$ cat src/rtl/rom_arbiter_pkg.sv
// Shared definitions for the ROM arbiter and its round-robin picker.
//   arb_state_e : FSM state encoding (idle / read issued / data returning)
//   DefAddrW    : default ROM address width
//   DefDataW    : default ROM data width
//   clog2()     : index width helper for pointer/owner registers (minimum 1)
package rom_arbiter_pkg;

  typedef enum logic [1:0] {
    StIdle  = 2'd0,
    StRead  = 2'd1,
    StLatch = 2'd2
  } arb_state_e;

  localparam int unsigned DefAddrW = 4;
  localparam int unsigned DefDataW = 8;

  function automatic int unsigned clog2(input int unsigned n);
    int unsigned r;
    r = 1;
    while ((32'd1 << r) < n) r++;
    return r;
  endfunction

endpackage

$ cat src/rtl/rom_rr_picker.sv
// Combinational round-robin picker.
//   req_i    : per-requester request bits
//   ptr_i    : index of the last winner; search starts at ptr_i+1 (mod NUM_REQ)
//   winner_o : index of the first requester found
//   found_o  : high when any request is set
module rom_rr_picker
  import rom_arbiter_pkg::*;
#(
  parameter int unsigned NUM_REQ = 4,
  localparam int unsigned IdxW = clog2(NUM_REQ)
) (
  input  logic [NUM_REQ-1:0] req_i,
  input  logic [IdxW-1:0]    ptr_i,
  output logic [IdxW-1:0]    winner_o,
  output logic               found_o
);

  logic [IdxW-1:0] cand;

  always_comb begin
    winner_o = '0;
    found_o  = 1'b0;
    cand     = '0;
    // Offset NUM_REQ wraps back to the pointer itself, so the last winner has lowest priority.
    for (int unsigned off = 1; off <= NUM_REQ; off++) begin
      cand = IdxW'((ptr_i + off) % NUM_REQ);
      if (!found_o && req_i[cand]) begin
        found_o  = 1'b1;
        winner_o = cand;
      end
    end
  end

endmodule

$ cat src/rtl/rom_arbiter.sv
// Round-robin arbiter sharing one synchronous-read ROM (1-cycle latency) among NUM_REQ clients.
//   Clock, Reset    : system clock, asynchronous active-low reset
//   Request_i       : per-requester level request, held until Grant_o
//   Address_i       : packed addresses, requester k at [k*ADDR_W +: ADDR_W]
//   Grant_o         : one-hot pulse, request accepted and address latched
//   Valid_o         : one-hot pulse, Data_o holds that requester's word
//   Data_o          : last captured ROM word
//   Busy_o          : high while a read is in flight
//   RomReadEnable_o : ROM read enable
//   RomAddress_o    : ROM address
//   RomData_i       : ROM registered data
module rom_arbiter
  import rom_arbiter_pkg::*;
#(
  parameter int unsigned NUM_REQ = 4,
  parameter int unsigned ADDR_W  = DefAddrW,
  parameter int unsigned DATA_W  = DefDataW
) (
  input  logic                      Clock,
  input  logic                      Reset,
  input  logic [NUM_REQ-1:0]        Request_i,
  input  logic [NUM_REQ*ADDR_W-1:0] Address_i,
  output logic [NUM_REQ-1:0]        Grant_o,
  output logic [NUM_REQ-1:0]        Valid_o,
  output logic [DATA_W-1:0]         Data_o,
  output logic                      Busy_o,
  output logic                      RomReadEnable_o,
  output logic [ADDR_W-1:0]         RomAddress_o,
  input  logic [DATA_W-1:0]         RomData_i
);

  localparam int unsigned IdxW = clog2(NUM_REQ);

  arb_state_e          state_q;
  logic [IdxW-1:0]     ptr_q;
  logic [IdxW-1:0]     owner_q;
  logic [NUM_REQ-1:0]  grant_q;
  logic [NUM_REQ-1:0]  valid_q;
  logic [DATA_W-1:0]   data_q;
  logic                ren_q;
  logic [ADDR_W-1:0]   raddr_q;

  logic [IdxW-1:0]     winner;
  logic                found;
  logic [ADDR_W-1:0]   addr_arr [NUM_REQ];

  for (genvar k = 0; k < NUM_REQ; k++) begin : g_addr
    assign addr_arr[k] = Address_i[k*ADDR_W +: ADDR_W];
  end

  rom_rr_picker #(
    .NUM_REQ (NUM_REQ)
  ) u_picker (
    .req_i    (Request_i),
    .ptr_i    (ptr_q),
    .winner_o (winner),
    .found_o  (found)
  );

  always_ff @(posedge Clock or negedge Reset) begin
    if (!Reset) begin
      state_q <= StIdle;
      ptr_q   <= IdxW'(NUM_REQ - 1);  // requester 0 gets first priority
      owner_q <= '0;
      grant_q <= '0;
      valid_q <= '0;
      data_q  <= '0;
      ren_q   <= 1'b0;
      raddr_q <= '0;
    end else begin
      grant_q <= '0;
      valid_q <= '0;
      unique case (state_q)
        StRead: begin
          ren_q   <= 1'b0;
          state_q <= StLatch;
        end
        StIdle, StLatch: begin
          // Returning data and the next arbitration share this edge.
          if (state_q == StLatch) begin
            data_q           <= RomData_i;
            valid_q[owner_q] <= 1'b1;
          end
          if (found) begin
            grant_q[winner] <= 1'b1;
            raddr_q         <= addr_arr[winner];
            ren_q           <= 1'b1;
            ptr_q           <= winner;
            owner_q         <= winner;
            state_q         <= StRead;
          end else begin
            ren_q   <= 1'b0;
            state_q <= StIdle;
          end
        end
        default: begin
          ren_q   <= 1'b0;
          state_q <= StIdle;
        end
      endcase
    end
  end

  assign Grant_o         = grant_q;
  assign Valid_o         = valid_q;
  assign Data_o          = data_q;
  assign Busy_o          = (state_q != StIdle);
  assign RomReadEnable_o = ren_q;
  assign RomAddress_o    = raddr_q;

endmodule

$ cat config.mk
export PLATFORM = sky130hd
export DESIGN_NAME = rom_arbiter
export DESIGN_NICKNAME = d
export VERILOG_FILES = /design/src/rtl/rom_arbiter_pkg.sv /design/src/rtl/rom_rr_picker.sv /design/src/rtl/rom_arbiter.sv
export SDC_FILE = /design/constraint.sdc
export NUM_CORES = 1
export LEC_CHECK = 0
export CORE_MARGIN = 2
export CORE_UTILIZATION = 35
export DETAILED_ROUTE_END_ITERATION = 10
export HOLD_SLACK_MARGIN = 0.02
export PLACE_DENSITY = 0.71
export SLEW_MARGIN = 20
export SYNTH_ARGS = -nofsm -noshare
export SYNTH_HDL_FRONTEND = slang
export SYNTH_SLANG_ARGS = --single-unit
$ cat constraint.sdc
create_clock -name Clock -period 1.57 [get_ports Clock]
set_input_delay 0.2355 -clock Clock [delete_from_list [all_inputs] [get_ports Clock]]
set_output_delay 0.2355 -clock Clock [all_outputs]
set_load 0.005 [all_outputs]
==> results.toml, run 1 <==
[timing]
finalCritPeriodShare_pct = 105
drv_slew = 0
finClkSkew_ps = 2.80
setup_slack_ps = -72.6
hold_slack_ps = 270
maxSlewHeadroom_pct = 74.0
rsz0062_at_grt = "true"
setup_violations = 4
min_period_ps = 1640
worst_slew_pin_slew_ps = 386
clock.fmax_ghz = 0.609
hold_viol_final = 0

[global_routing]
grt_pass1_vias = 1177
grt_start_max_net_pins = 27
grt_usage_pct = 16.5
grt_pass1_wl_um = 5210
antenna_found_initial = 0
grt.overflow.total = 0

[finish]
post-route-util_pct = 58.5
multi_input_area_um2 = 547
regArea_um2 = 653
final_cells = 217
num-nets-final = 202
fill_cells = 306
n_antenna_cell = 0
drive_above_1_share_pct = 24.0
area_growth_pct = 61.4
final_common_cell = "clkdlybuf4s50_1"
layout_common_cells = "clkdlybuf4s50_1 (49), dfrtp_1 (24), buf_4 (17)"

[drt]
routedWlPerCell_um = 14.2
routed-via-count = 1078
dr.pass1.iters = 4
routed_wirelength_um = 3080
drtIter0Drc = 33
drc = 0
viasPerCell = 4.97
ant_nets = 0

[yosys]
yosys_warnings = 0
synth_top_area_share_pct = 49.6
yosysSeqAreaShare_pct = 54.0
netlist_top_cells_area = "dfrtp_1 (50%), mux2i_1 (7.4%), mux2_2 (7.4%), nor3b_1 (5.6%), dfstp_2 (4.3%)"
yosysTopAreaCell = "dfrtp_1"
synth-async-reset-ratio_pct = 100
ys.flop_type = "dfrtp_1"
synth_cells = 101
syn_avg_cell_area_um2 = 12.0
synth_area_um2 = 1210
yosysUniqueCellTypes = 27
synth_edf_count = 0
ys_ff_latch = 26
syn_nets = 131

[worst_setup_path]
required_ps = 1820
startpoint_type = "flop"
regToRegStartpoint = "ptr_q[1]$_DFFE_PN1P_"
path_class = "flop to flop"
crit_start = "ptr_q[1]$_DFFE_PN1P_"
crit_path_end = "RomAddress_o[3]$_DFFE_PN0P_"
cp.arrival_ps = 1890
crit_fanout = 5
crit_path_end_kind = "flop"
r2r_end = "RomAddress_o[3]$_DFFE_PN0P_"
rrSetupSlack_ps = -70
reg2reg_depth = 5

[outcome]
failed_checks = "negative setup slack"
status = "finished, violations left"

[floorplan]
core_area_um2 = 3340
floorplan.initialDensity_pct = 36.3
die_w_um = 62.8
num_rows = 21
die_h_um = 62.8
ios = 52
die_area_um2 = 3940

[clock_network]
cts_hold_buf = 0
clock_latency_ps = 320
ctsHtreeMaxLevel = 1
clockBufferDepth = 2
cts-buffers-inserted = 3
clkSlewWorstSetupHoldPaths_ps = 150
cts-root-buf = "clkbuf_4"
clock-sinks = 26
cts_tree = "built"

[place]
dp_hpwl_um = 2250
gp_congestion = 0.687
dp_cells = 209
port_buffers = 51

[power]
pwr-share-comb_pct = 47.3
clkPwrFrac_pct = 15.6
p_sw_uw = 904
leakagePower_uw = 0.000854
ir_drop_mv = 0.594
p_int_uw = 2080
powerDensity_nw_per_um2 = 1530
swShare_pct = 30.3
pwr-share-seq_pct = 37.1

[min_path]
hold_path_class = "input port to async pin"

[flow_run]
drv_cap = 0
layout make-up:
cell class | count | area share, %
Multi-Input combinational cell | 71 | 28.0
Tap cell | 46 | 2.95
Clock buffer | 3 | 1.15
Clock inverter | 1 | 1.54
Sequential cell | 26 | 33.4
Timing Repair Buffer | 68 | 32.5
Inverter | 2 | 0.384
what timing repair did:
action                     4_1_cts  5_1_grt
cloned                           2        0
pin swaps                        1        1
setup buffers                    2        0
setup endpoints to repair        6        5
gates resized for setup          6        1
metrics by stage:
stage / setup TNS, ps / total power (µW) / worst slack [ps] / cell area, µm²
floorplan: -94.2 / 1760 / -23.5 / 1210
global placement: -1810 / 2410 / -231 / 1850
detailed placement: -2560 / 2470 / -349 / 1850
CTS: -227 / 2990 / -68.7 / 1950
global route: -727 / 3160 / -194 / 1950
finish: -269 / 2980 / -72.6 / 1950
how the worst min path moves through the flow:
stage | to | slack [ps]
6_report | Data_o[3]$_DFFE_PN0P_ | 270
5_1_grt | Data_o[6]$_DFFE_PN0P_ | 300
4_1_cts | Data_o[3]$_DFFE_PN0P_ | 280
3_5_place_dp | state_q[1]$_DFF_PN0_ | 430
3_3_place_gp | state_q[1]$_DFF_PN0_ | 420
2_1_floorplan | Data_o[0]$_DFFE_PN0P_ | -60
Yosys cell counts (2+ instances only):
cell type and n:
a21oi_1 2, nor2_1 9, a21o_1 3, nor3b_1 9, buf_6 2, inv_1 2, mux2i_1 9, dfstp_2 2
o211ai_1 4, nand2_1 10, nor3_1 2, dfrtp_1 24, mux2_2 8, nor2b_1 2
per-layer routing:
| metal | vias up | track usage [%] | share of wire, % |
|---|---|---|---|
| met5 | - | 0 | 0 |
| met4 | 0 | 5.56 | 2.0 |
| met3 | 7 | 3.96 | 7.6 |
| met2 | 51 | 32.0 | 53 |
| met1 | 516 | 17.2 | 38 |
| li1 | 504 | - | - |
worst max-delay path, cell delays in order, from the launching register on:
cell and delay, ps:
dfstp_2 600, nand2_1 100, a311o_2 440, nor3b_1 220, mux2i_1 120, o211ai_1 90
cell families (layout without fill, tap and decap cells):
kind of cell / count (synthesis) / count (layout) / synth area share [%]
and+or+nand+nor: 36 / 36 / 16.0
DFF: 26 / 26 / 54.0
muxes: 17 / 17 / 14.9
AOI/OAI and AO/OA: 16 / 18 / 11.0
buffers and inverters: 6 / 74 / 4.14
sequential cells by signal (all words and copies together), names as in the netlist:
register	count
owner_q	2
RomAddress_o	4
Valid_o	4
Grant_o	4
ptr_q	2
state_q	2
Data_o	8
power by group through the flow:
| stage | sequential [µW] | combinational, µW | clock, µW |
|---|---|---|---|
| final | 1110 | 1410 | 465 |
| after floorplan | 1110 | 651 | 0 |
| after CTS | 1110 | 1420 | 466 |
| after global placement | 1110 | 1300 | 0 |
| after global routing | 1150 | 1520 | 489 |
| after detailed placement | 1120 | 1350 | 0 |
(Power assumes the default switching activity.)
==> run 2: changes to the inputs <==
CTS_CLUSTER_DIAMETER = 120   (was unset)
GPL_TIMING_DRIVEN = 1   (was unset)
==> results of run 2 <==
The final DEF is identical to that of run 1; final timing and power are the same.
==> run 3: changes to the inputs <==
CTS_CLUSTER_DIAMETER = 80   (was 120)
GPL_TIMING_DRIVEN = unset   (was 1)
==> results of run 3 <==
The final DEF is identical to that of run 1; final timing and power are the same.
